==> src/rtl/regfile_ctrl_pkg.sv <==
// Shared definitions for the register-file access controller: default
// geometry, the controller state encoding and the hardwired-zero address.
package regfile_ctrl_pkg;

    // Default register-file geometry (32 x 32-bit, 5-bit addresses).
    localparam int XLEN_DEF  = 32;
    localparam int AW_DEF    = 5;
    localparam int NREGS_DEF = 32;

    // Architectural zero register; writes to it never reach the array.
    localparam int X0_ADDR = 0;

    // Controller states.
    //   CLEAR  : zero-fill x1..x(NREGS-1) after reset
    //   IDLE   : core owns the register file
    //   DRAIN  : core stalled, last core writeback still allowed through
    //   ACCESS : debug requester owns the write port and read port 2
    //   ACK    : completion pulse to the debug requester
    typedef enum logic [2:0] {
        CLEAR  = 3'd0,
        IDLE   = 3'd1,
        DRAIN  = 3'd2,
        ACCESS = 3'd3,
        ACK    = 3'd4
    } state_t;

endpackage

==> src/rtl/regfile_ctrl.sv <==
// Register-file access controller. Sits between the core pipeline / debug
// module and the regfile instance: clears x1..x(NREGS-1) after reset, passes
// core traffic through in IDLE, and hands the write port and read port 2 to
// the debug requester once the core has been stalled and drained.
import regfile_ctrl_pkg::*;

module regfile_ctrl #(
    parameter int XLEN  = XLEN_DEF,
    parameter int AW    = AW_DEF,
    parameter int NREGS = NREGS_DEF
) (
    input  logic            clk,
    input  logic            reset,

    input  logic [AW-1:0]   core_ra1,
    input  logic [AW-1:0]   core_ra2,
    output logic [XLEN-1:0] core_r1,
    output logic [XLEN-1:0] core_r2,
    input  logic            core_we,
    input  logic [AW-1:0]   core_wa,
    input  logic [XLEN-1:0] core_wd,
    output logic            core_stall,
    output logic            init_done,

    input  logic            dbg_req,
    input  logic            dbg_we,
    input  logic [AW-1:0]   dbg_addr,
    input  logic [XLEN-1:0] dbg_wdata,
    output logic            dbg_ack,
    output logic [XLEN-1:0] dbg_rdata,

    output logic [AW-1:0]   rf_ra1,
    output logic [AW-1:0]   rf_ra2,
    input  logic [XLEN-1:0] rf_r1,
    input  logic [XLEN-1:0] rf_r2,
    output logic            rf_we,
    output logic [AW-1:0]   rf_wa,
    output logic [XLEN-1:0] rf_wd
);

    state_t          r_state;
    state_t          w_next_state;
    logic [AW-1:0]   r_clr_cnt;
    logic            r_init_done;
    logic [XLEN-1:0] r_dbg_rdata;

    logic            w_clr_last;
    logic            w_we_req;
    logic [AW-1:0]   w_wa;
    logic [XLEN-1:0] w_wd;
    logic [AW-1:0]   w_ra2;
    logic            w_dbg_is_x0;

    assign w_clr_last  = (r_clr_cnt == AW'(NREGS - 1));
    assign w_dbg_is_x0 = (dbg_addr == AW'(X0_ADDR));

    // State register; reset always restarts the clear sequence and drops
    // any debug transaction in flight without acknowledging it.
    always_ff @(posedge clk) begin
        if (reset) begin
            r_state <= CLEAR;
        end else begin
            r_state <= w_next_state;
        end
    end

    // Next-state logic: clear once, then serve debug requests from IDLE
    // through a fixed DRAIN -> ACCESS -> ACK sequence.
    always_comb begin
        w_next_state = r_state;
        case (r_state)
            CLEAR:   if (w_clr_last) w_next_state = IDLE;
            IDLE:    if (dbg_req)    w_next_state = DRAIN;
            DRAIN:   w_next_state = ACCESS;
            ACCESS:  w_next_state = ACK;
            ACK:     w_next_state = IDLE;
            default: w_next_state = CLEAR;
        endcase
    end

    // Clear address counter; x0 is hardwired so the sweep starts at x1.
    always_ff @(posedge clk) begin
        if (reset) begin
            r_clr_cnt <= AW'(1);
        end else if (r_state == CLEAR) begin
            r_clr_cnt <= r_clr_cnt + AW'(1);
        end
    end

    // Sticky completion flag, set on the cycle the last register is written.
    always_ff @(posedge clk) begin
        if (reset) begin
            r_init_done <= 1'b0;
        end else if ((r_state == CLEAR) && w_clr_last) begin
            r_init_done <= 1'b1;
        end
    end

    // Debug read capture: port 2 shows the pre-write value during ACCESS,
    // and x0 is forced to read as zero whatever the array holds.
    always_ff @(posedge clk) begin
        if (reset) begin
            r_dbg_rdata <= '0;
        end else if (r_state == ACCESS) begin
            r_dbg_rdata <= w_dbg_is_x0 ? '0 : rf_r2;
        end
    end

    // Write-port and read-port-2 ownership per state; the core keeps its
    // writeback through DRAIN so an in-flight result is not lost.
    always_comb begin
        w_ra2    = core_ra2;
        w_we_req = 1'b0;
        w_wa     = core_wa;
        w_wd     = core_wd;
        case (r_state)
            CLEAR: begin
                w_we_req = 1'b1;
                w_wa     = r_clr_cnt;
                w_wd     = '0;
            end
            IDLE, DRAIN: begin
                w_we_req = core_we;
            end
            ACCESS: begin
                w_ra2    = dbg_addr;
                w_we_req = dbg_we;
                w_wa     = dbg_addr;
                w_wd     = dbg_wdata;
            end
            default: begin
                w_we_req = 1'b0;
            end
        endcase
    end

    // Writes are suppressed while reset is held and whenever they target x0.
    assign rf_we  = w_we_req & ~reset & (w_wa != AW'(X0_ADDR));
    assign rf_wa  = w_wa;
    assign rf_wd  = w_wd;
    assign rf_ra1 = core_ra1;
    assign rf_ra2 = w_ra2;

    assign core_r1 = rf_r1;
    assign core_r2 = rf_r2;

    // Status outputs read as their reset values for as long as reset is high.
    assign core_stall = reset | (r_state != IDLE);
    assign init_done  = r_init_done & ~reset;
    assign dbg_ack    = ~reset & (r_state == ACK);
    assign dbg_rdata  = reset ? '0 : r_dbg_rdata;

endmodule

==> config.mk <==
export PLATFORM = sky130hd
export DESIGN_NAME = regfile_ctrl
export DESIGN_NICKNAME = d
export VERILOG_FILES = /design/src/rtl/regfile_ctrl_pkg.sv /design/src/rtl/regfile_ctrl.sv
export SDC_FILE = /design/constraint.sdc
export NUM_CORES = 1
export LEC_CHECK = 0
export CORE_AREA = 3 3 116 118
export CTS_CLUSTER_SIZE = 30
export DETAILED_ROUTE_END_ITERATION = 8
export DIE_AREA = 0 0 119 121
export PLACE_DENSITY = 0.7
export SLEW_MARGIN = 20
export SYNTH_ARGS = -nofsm -noshare
export SYNTH_HDL_FRONTEND = slang
export SYNTH_SLANG_ARGS = --single-unit
export TNS_END_PERCENT = 10
==> constraint.sdc <==
create_clock -name clk -period 1.9 [get_ports clk]
set_input_delay 0.285 -clock clk [delete_from_list [all_inputs] [get_ports clk]]
set_output_delay 0.285 -clock clk [all_outputs]
set_load 0.02 [all_outputs]
==> results.toml <==
[run_status]
status = "finished with violations"
failed_checks = "setup timing"

[global_routing]
antenna_found_initial = 0
use_met2_pct = 27.5
top_usage_layer = "met2"
grt.total_usage_pct = 15.3
grt_pass1_wl_um = 17800
grt_pass1_vias = 3284
gr-usage-met3_pct = 4.85
grt_max_degree = 43
grt_overflow = 0
grt_util_met1_pct = 17.6

[routing]
post-route-drc-count = 0
drt_first_pass_iters = 4
routedWlPerCell_um = 16.1
vias = 3302
first_iter_violations = 129
via_per_inst = 4.50
final_antenna_net_count = 0
routed_wirelength_um = 11800

[cts]
ctsRootBufferMaster = "clkbuf_16"
cts_made_buffers = 5
tritoncts = "built"
cts_hold_buf = 0
cts_buffer_depth = 2
clkLatencyLatePin_ns = 0.28
clk_pin_slew_ns = 0.06
clock_sinks = 41
cts_htree_levels = 2

[flow_run]
max_cap_violations = 0

[synth]
muxShareOfSynthArea_pct = 0.340
synthArstFlopShare_pct = 0
yosys.area_share.simple_pct = 29.1
synthFlopType = "dfxtp_1"
synth.most_common_cell = "buf_4"
synth_compound_area_share_pct = 17.8
avgSynthCellArea_um2 = 7.57
synth.cell_area_um2 = 2940
synth_cell_types = 36
syn_inst = 389
yosysWarnings = 0
ys_seq_elements = 41
synth_top_cell_by_area = "dfxtp_1"
synth_edf_count = 0
syn-num-nets = 544
synth_top_area_share_pct = 27.9
synth_top_family_by_area = "simple AND/OR/NAND/NOR gates"
synth-xor-area-share_pct = 0.892
yosysSeqAreaShare_pct = 27.9
synth_area_leaders = "dfxtp_1 (28%), buf_4 (18%), a22o_1 (9.5%)"
synth_common_cells = "buf_4 (72), nand2_1 (55), a21oi_1 (41), dfxtp_1 (41), nand3_1 (36)"
synthAdderAreaFrac_pct = 0.850

[worst_setup_path]
path_cells = "buf_4 > or3b_4 > a21oi_4 > nor4_4 > a31oi_1 > buf_4"
crit_start = "r_state[0]"
crit_top_cell = "buf_4"
max_stage_delay_ns = 0.38
worstPathRequired_ns = 1.62
critPathArrivalTime_ns = 1.77
slowest_stage = "or3b_4"
rr_startpoint = "r_state[0]"
start_kind = "flip-flop"
critPathMaxFanout = 6
crit_type = "reg2out"
end_kind = "output port"

[die]
die_w_um = 119
io_pins = 300
dieHeight_um = 121
row_count = 41
floorplan.initialDensity_pct = 23.4
dieArea_um2 = 14400
coreArea_um2 = 12600

[timing]
maxSlewViolCount = 0
fin_skew_ns = 0.00417
worst_slack_ns = -0.156
fmax_mhz = 486
setup_violations = 36
worstMarginPinSlew_ns = 0.365
slew_headroom_pct = 75.3
finalCritPeriodShare_pct = 108
finalHoldViolations = 0
grt_setup_unrepaired = "yes"
fin_crit_ns = 2.06
timing.hold.ws_ns = 0.386

[final_layout]
nets = 716
antenna_cells = 0
area.growth.synth_to_final_pct = 77.2
finalNonFillerCells = 734
drive_above_1_share_pct = 19.9

[place]
place_ws_ns = -0.371
gp_congestion = 0.832
port_buffers = 225
dp_cells = 721
dp_hpwl_um = 9370

[pwr]
ir_worst_vdd_uv = 286
p_total_mw = 2.25
leakage_nw = 2.03
p_per_area_nw_per_um2 = 430

[worst_hold_path]
holdCritStartpoint = "reset"
hp-class = "in2reg"
-- through the flow --
stage               setup TNS (ns)  area, µm²  utilization, %
floorplan                        0       2940               -
global placement             -8.14       5020            39.9
detailed placement           -9.55       5020            39.9
CTS                         -0.363       5140            40.9
global route                 -4.24       5220            41.5
finish                       -1.81       5220            41.5
-- final cells by class --
class                           instances  area [µm²]
Clock buffer                            5         125
Clock inverter                          3        17.5
Fill cell                            1256        7350
Inverter                                3        11.3
Multi-Input combinational cell        245        1510
Sequential cell                        41         832
Tap cell                              172         215
Timing Repair Buffer                  265        2510
-- state kept, by name, indices dropped and copies added, names as in the netlist --
name         count
r_init_done      1
r_clr_cnt        5
r_dbg_rdata     32
r_state          3
-- per-layer routing --
layer	part of all wire, %	wire length, µm	up-vias
met2	50	5880	160
met3	8.4	997	22
met4	1.8	214	0
met5	0	0	-
li1	-	-	1601
met1	40	4710	1519
-- report_power, final --
group | switching [mW] | total, mW | internal, mW | leakage [nW]
sequential | 0.00585 | 0.870 | 0.864 | 0.333
clock | 0.334 | 0.816 | 0.481 | 0.0696
combinational | 0.209 | 0.560 | 0.350 | 1.63
-- kinds of logic after synthesis --
group / after synthesis
xor+xnor: 3
mux: 1
compound gates: 78
flops: 41
simple gates: 161
buf+inv: 103
fa+ha+maj: 2
-- timing repair --
action                                  4_1_cts  5_1_grt
gates resized for setup                     216       21
pin swaps                                    13       12
endpoints found under the setup margin       45       51
setup buffers                                 3        4
-- final timing paths --
| path | to | depth (start not counted) | slack [ns] |
|---|---|---|---|
| worst max-delay path | rf_we | 6 | -0.16 |
| worst min-delay path | r_state[2] | 3 | 0.39 |
| worst max register to register | r_dbg_rdata[15] | 6 | 0.35 |
| worst min register to register | r_dbg_rdata[31] | 2 | 0.45 |
-- cells in the final DEF, fill, tap and decap left out, types with 3 or more instances in the layout --
cell / count
a21oi_1: 37
nor2_1: 10
clkbuf_16: 5
buf_6: 20
or2_1: 4
buf_4: 50
buf_2: 12
dfxtp_4: 3
a22o_1: 32
inv_1: 3
nor2b_1: 33
dfxtp_1: 38
nand2_1: 55
nand3_1: 36
and3_4: 3
and3_1: 3
clkdlybuf4s50_1: 179
-- worst max-delay path: cells and delay by family (launching register included) --
family                 cells  cell delay, ns
buffers and inverters      2            0.31
DFF                        1            0.36
and+or+nand+nor            2            0.45
AOI/OAI and AO/OA          2            0.37
No activity file was read; power rests on OpenSTA's default activity.
